### src/rtl/btn_event_ctrl.sv
// Push-button front end: 2-flop synchroniser, per-channel debounce FSM, sticky
// write-one-to-clear press events and a wrapping total-press counter.
module btn_event_ctrl #(
    parameter int unsigned NBTN            = 4,
    parameter int unsigned DEBOUNCE_CYCLES = 16,
    parameter int unsigned CNT_W           = 8
) (
    input  logic             clk_i,
    input  logic             reset_i,
    input  logic [NBTN-1:0]  btn_raw_i,
    input  logic             clr_we_i,
    input  logic [NBTN-1:0]  clr_mask_i,
    output logic [NBTN-1:0]  btn_lvl_o,
    output logic [NBTN-1:0]  btn_evt_o,
    output logic             evt_any_o,
    output logic [CNT_W-1:0] press_cnt_o
);

    localparam int unsigned DcW = $clog2(DEBOUNCE_CYCLES + 1);
    localparam logic [DcW-1:0] DcMax = DcW'(DEBOUNCE_CYCLES);
    localparam logic [DcW-1:0] DcOne = DcW'(1);

    typedef enum logic [1:0] {
        StRel,
        StPwait,
        StPrs,
        StRwait
    } state_e;

    logic [NBTN-1:0]  sync1_q, sync2_q;
    state_e           state_q [NBTN];
    state_e           state_d [NBTN];
    logic [DcW-1:0]   dc_q [NBTN];
    logic [DcW-1:0]   dc_d [NBTN];
    logic [NBTN-1:0]  lvl_q, lvl_d;
    logic [NBTN-1:0]  evt_q, evt_d;
    logic             any_q, any_d;
    logic [CNT_W-1:0] cnt_q, cnt_d;
    logic [NBTN-1:0]  set_evt;
    logic [CNT_W-1:0] n_press;

    always_comb begin
        lvl_d   = lvl_q;
        set_evt = '0;
        n_press = '0;
        for (int i = 0; i < NBTN; i++) begin
            state_d[i] = state_q[i];
            dc_d[i]    = dc_q[i];
            unique case (state_q[i])
                StRel: begin
                    if (sync2_q[i]) begin
                        state_d[i] = StPwait;
                        dc_d[i]    = DcOne;
                    end
                end
                StPwait: begin
                    if (!sync2_q[i]) begin
                        state_d[i] = StRel;
                        dc_d[i]    = '0;
                    end else if (dc_q[i] == DcMax) begin
                        state_d[i] = StPrs;
                        dc_d[i]    = '0;
                        lvl_d[i]   = 1'b1;
                        set_evt[i] = 1'b1;
                    end else begin
                        dc_d[i] = dc_q[i] + DcOne;
                    end
                end
                StPrs: begin
                    if (!sync2_q[i]) begin
                        state_d[i] = StRwait;
                        dc_d[i]    = DcOne;
                    end
                end
                StRwait: begin
                    if (sync2_q[i]) begin
                        state_d[i] = StPrs;
                        dc_d[i]    = '0;
                    end else if (dc_q[i] == DcMax) begin
                        state_d[i] = StRel;
                        dc_d[i]    = '0;
                        lvl_d[i]   = 1'b0;
                    end else begin
                        dc_d[i] = dc_q[i] + DcOne;
                    end
                end
                default: begin
                    state_d[i] = StRel;
                    dc_d[i]    = '0;
                end
            endcase
            n_press = n_press + CNT_W'(set_evt[i]);
        end
        // A new press on the same edge as its clear keeps the event set.
        evt_d = (evt_q & ~(clr_mask_i & {NBTN{clr_we_i}})) | set_evt;
        any_d = |evt_d;
        cnt_d = cnt_q + n_press;
    end

    always_ff @(posedge clk_i or posedge reset_i) begin
        if (reset_i) begin
            sync1_q <= '0;
            sync2_q <= '0;
            lvl_q   <= '0;
            evt_q   <= '0;
            any_q   <= 1'b0;
            cnt_q   <= '0;
            for (int i = 0; i < NBTN; i++) begin
                state_q[i] <= StRel;
                dc_q[i]    <= '0;
            end
        end else begin
            sync1_q <= btn_raw_i;
            sync2_q <= sync1_q;
            lvl_q   <= lvl_d;
            evt_q   <= evt_d;
            any_q   <= any_d;
            cnt_q   <= cnt_d;
            for (int i = 0; i < NBTN; i++) begin
                state_q[i] <= state_d[i];
                dc_q[i]    <= dc_d[i];
            end
        end
    end

    assign btn_lvl_o   = lvl_q;
    assign btn_evt_o   = evt_q;
    assign evt_any_o   = any_q;
    assign press_cnt_o = cnt_q;

endmodule
### config.mk
export PLATFORM = sky130hd
export DESIGN_NAME = btn_event_ctrl
export DESIGN_NICKNAME = d
export VERILOG_FILES = /design/src/rtl/btn_event_ctrl.sv
export SDC_FILE = /design/constraint.sdc
export NUM_CORES = 1
export LEC_CHECK = 0
export ABC_AREA = 1
export CAP_MARGIN = 20
export CORE_MARGIN = 3
export CORE_UTILIZATION = 32
export DETAILED_ROUTE_END_ITERATION = 16
export PLACE_DENSITY_LB_ADDON = 0.1
export SLEW_MARGIN = 20
export SYNTH_ARGS = -nofsm -noshare
export SYNTH_HDL_FRONTEND = slang
export SYNTH_SLANG_ARGS = --single-unit
export TNS_END_PERCENT = 1
### constraint.sdc
create_clock -name clk_i -period 3.6 [get_ports clk_i]
set_input_delay 0.72 -clock clk_i [delete_from_list [all_inputs] [get_ports clk_i]]
set_output_delay 0.72 -clock clk_i [all_outputs]
set_load 0.05 [all_outputs]
==> out/qor.yml <==
clockBufferDepth: 2
endpoint_kind: "flip-flop"
cts_setup_buffers: 0
grt_max_degree: 54
port_buffers: 27
clkLatencyLatePin_ps: 300
holdWs_ps: 357
cp_slowest_stage_delay_ps: 430
cp_slowest_cell: "fa_1"
synthMuxAreaShare_pct: 0
synth_top_family_by_area: "simple AND/OR/NAND/NOR gates"
gp_congestion: 0.815
areaGrowthSynthToFinish_pct: 19.5
first_global_vias: 1920
dp_hpwl_mm: 3.62
fin_crit_ps: 2650
hold_viol: 0
synth_compound_gate_area_share_pct: 4.67
max_freq_ghz: 0.377
path_class: "reg2reg"
wl_per_cell_um: 11.2
relSlewSlack_pct: 55.4
crit_family: "adder cells"
setup_viol: 0
ant_nets: 0
rr_endpoint: "press_cnt_o[6]"
tightest_slew_ps: 669
syn_inst: 298
arrival_ps: 2880
hold-path-cell-count: 0
rsz0062_at_grt: "no"
startpoint_type: "flip-flop"
timing.setup.tns_ps: 0
synth.distinct_cells: 23
drv_slew: 0
fin_worst_skew_ps: 4.44
irDropWorstVdd_uv: 126
syn_area_um2: 2600
nFillCells: 803
status: "finished, final reports clean"
initial_core_util_pct: 33.3
ys_ff_latch: 53
antenna_cells: 0
grt_pass1_wl_mm: 8.65
drive_gt1_share_pct: 8.98
synthXorXnorAreaFrac_pct: 4.38
r2r_cells: 11
fin_nets: 356
vias: 1961
synth-adder-area-share_pct: 6.64
synth_enable_flop_cells: 0
numCtsBuffers: 5
async_flop_share_pct: 100
worstPathMaxFanout: 4
grt_overflow: 0
avgSynthCellArea_um2: 8.73
cts_resized: 0
synth_commonest_cells: "74 x nand2_1, 53 x dfrtp_1, 46 x inv_1"
r2r-start: "dc_q[5]"
cp.required_ps: 3830
ys_top_cells_by_area: "dfrtp_1 51%, nand2_1 11%, inv_1 6.6%"
via_per_inst: 4.50
track_usage_pct: 12.0
die_h_um: 96.2
h-tree-depth: 2
routed_wl_mm: 4.90
fin_crit_sh_pct: 73.7
ios: 28
drt_pass1_iterations: 4
cts_sinks: 53
core_area_um2: 7810
die_w_um: 96.2
syn_nets: 321
cts_hold_buf: 0
min_delay_worst_endpoint: "sync2_q[0]"
powerDensity_nw_per_um2: 356
ys.flop_type: "dfrtp_1"
maxCapViolCount: 0
rows: 32
cp_cell_sequence: "inv_1 -> ha_1 -> nand2_1 -> inv_1 -> nand4_1 -> inv_1 -> fa_1 -> fa_1 -> fa_1 -> nand3b_1 -> xnor2_1"
drc: 0
synth_warnings: 0
crit_buf_inv: 3
synth_top_area_share_pct: 51.0
synth-simple-area-share_pct: 26.0
root_buffer: "clkbuf_8"
min-delay-path-class: "reg2reg"
cts_tree: "built"
drt_iter0_drc: 45
clk_pin_slew_ps: 90
seq_area_frac_synth_pct: 51.0
synth.most_common_cell: "nand2_1"
hp-start: "sync1_q[0]"
synth_top_area_cell: "dfrtp_1"
p_leak_nw: 1.60
antenna_found_initial: 0
design.die.area_um2: 9250
r2r_setup_slack_ps: 950
## worst max-delay path by stage
stage          cells past startpoint     start              to  slack (ps)
2_1_floorplan                     11  dc_q[15]  press_cnt_o[6]        1110
3_3_place_gp                      11  dc_q[15]  press_cnt_o[6]        1010
3_5_place_dp                      11   dc_q[5]  press_cnt_o[4]         950
4_1_cts                           11   dc_q[5]  press_cnt_o[6]         920
5_1_grt                           11   dc_q[5]  press_cnt_o[4]         790
6_report                          11   dc_q[5]  press_cnt_o[6]         950
## worst register-to-register path, delay by kind of cell (launching register included)
| kind | cells | cell delay, ps |
|---|---|---|
| XOR/XNOR | 1 | 110 |
| adder cells (fa/ha/maj) | 4 | 1430 |
| buffers and inverters | 3 | 310 |
| flip-flops | 1 | 420 |
| AND/OR/NAND/NOR | 3 | 310 |
## cell families after synthesis
group | count (synthesis)
flops | 53
simple gates | 145
fa+ha+maj | 12
xor+xnor | 13
buf+inv | 51
compound gates | 24
## flip-flops by register name (all words and copies together) (netlist names), named ones only
signal,count
sync2_q,4
dc_q,20
evt_any_o,1
press_cnt_o,8
state_q,4
btn_evt_o,4
sync1_q,4
btn_lvl_o,4
## cell type report
type / instances / area, um2 / area share [%]
Clock buffer: 7 / 96.3 / 3.10
Clock inverter: 1 / 5.00 / 0.161
Inverter: 51 / 191 / 6.16
Multi-Input combinational cell: 194 / 1080 / 34.9
Sequential cell: 53 / 1330 / 42.7
Tap cell: 102 / 128 / 4.11
Timing Repair Buffer: 28 / 278 / 8.94
## power by group
group	switching [mW]	internal, mW
clock network	0.191	0.174
logic	0.0569	0.0401
registers	0.0265	0.617
## metrics by stage
stage / util (%) / setup slack [ps] / instances / instance area (um2) / total power [mW]
after floorplan: - / 1110 / 298 / 2600 / 0.719
after global placement: 38.5 / 1010 / 428 / 3010 / 0.753
after detailed placement: 38.5 / 945 / 428 / 3010 / 0.754
after CTS: 39.8 / 920 / 436 / 3110 / 1.13
after global routing: 39.8 / 786 / 436 / 3110 / 1.17
final: 39.8 / 948 / 436 / 3110 / 1.11
## routing by layer
layer	track usage, %	share of wire (%)	up-vias	wire length, um
li1	-	-	1012	-
met1	16.2	48	910	2360
met2	18.6	46	32	2260
met3	3.13	4.4	7	218
met4	3.91	1.3	0	66
met5	0	0	-	0
## cell usage in the layout, fill, tap and decap left out
cell             netlist  layout
clkinv_2               0       1
nand4_1               13      13
clkdlybuf4s50_1        0      27
xor2_1                 7       7
ha_1                   9       9
fa_1                   3       3
o21ai_0               12      12
inv_2                  5       6
o22ai_1                1       1
nand4_2                1       1
buf_4                  0       1
a21oi_1                5       5
inv_1                 46      45
o21ai_1                6       6
xnor2_1                6       6
nor3_2                 1       1
nand3_2                2       2
nor3_1                 1       1
nor2_2                 5       5
nor2_4                 1       1
dfrtp_1               53      53
nand2_2                5       5
clkbuf_8               0       7
nand3_1               27      27
nand2_1               74      74
nor2_1                14      14
nand3b_1               1       1
Power figures use the tool's default switching activity.
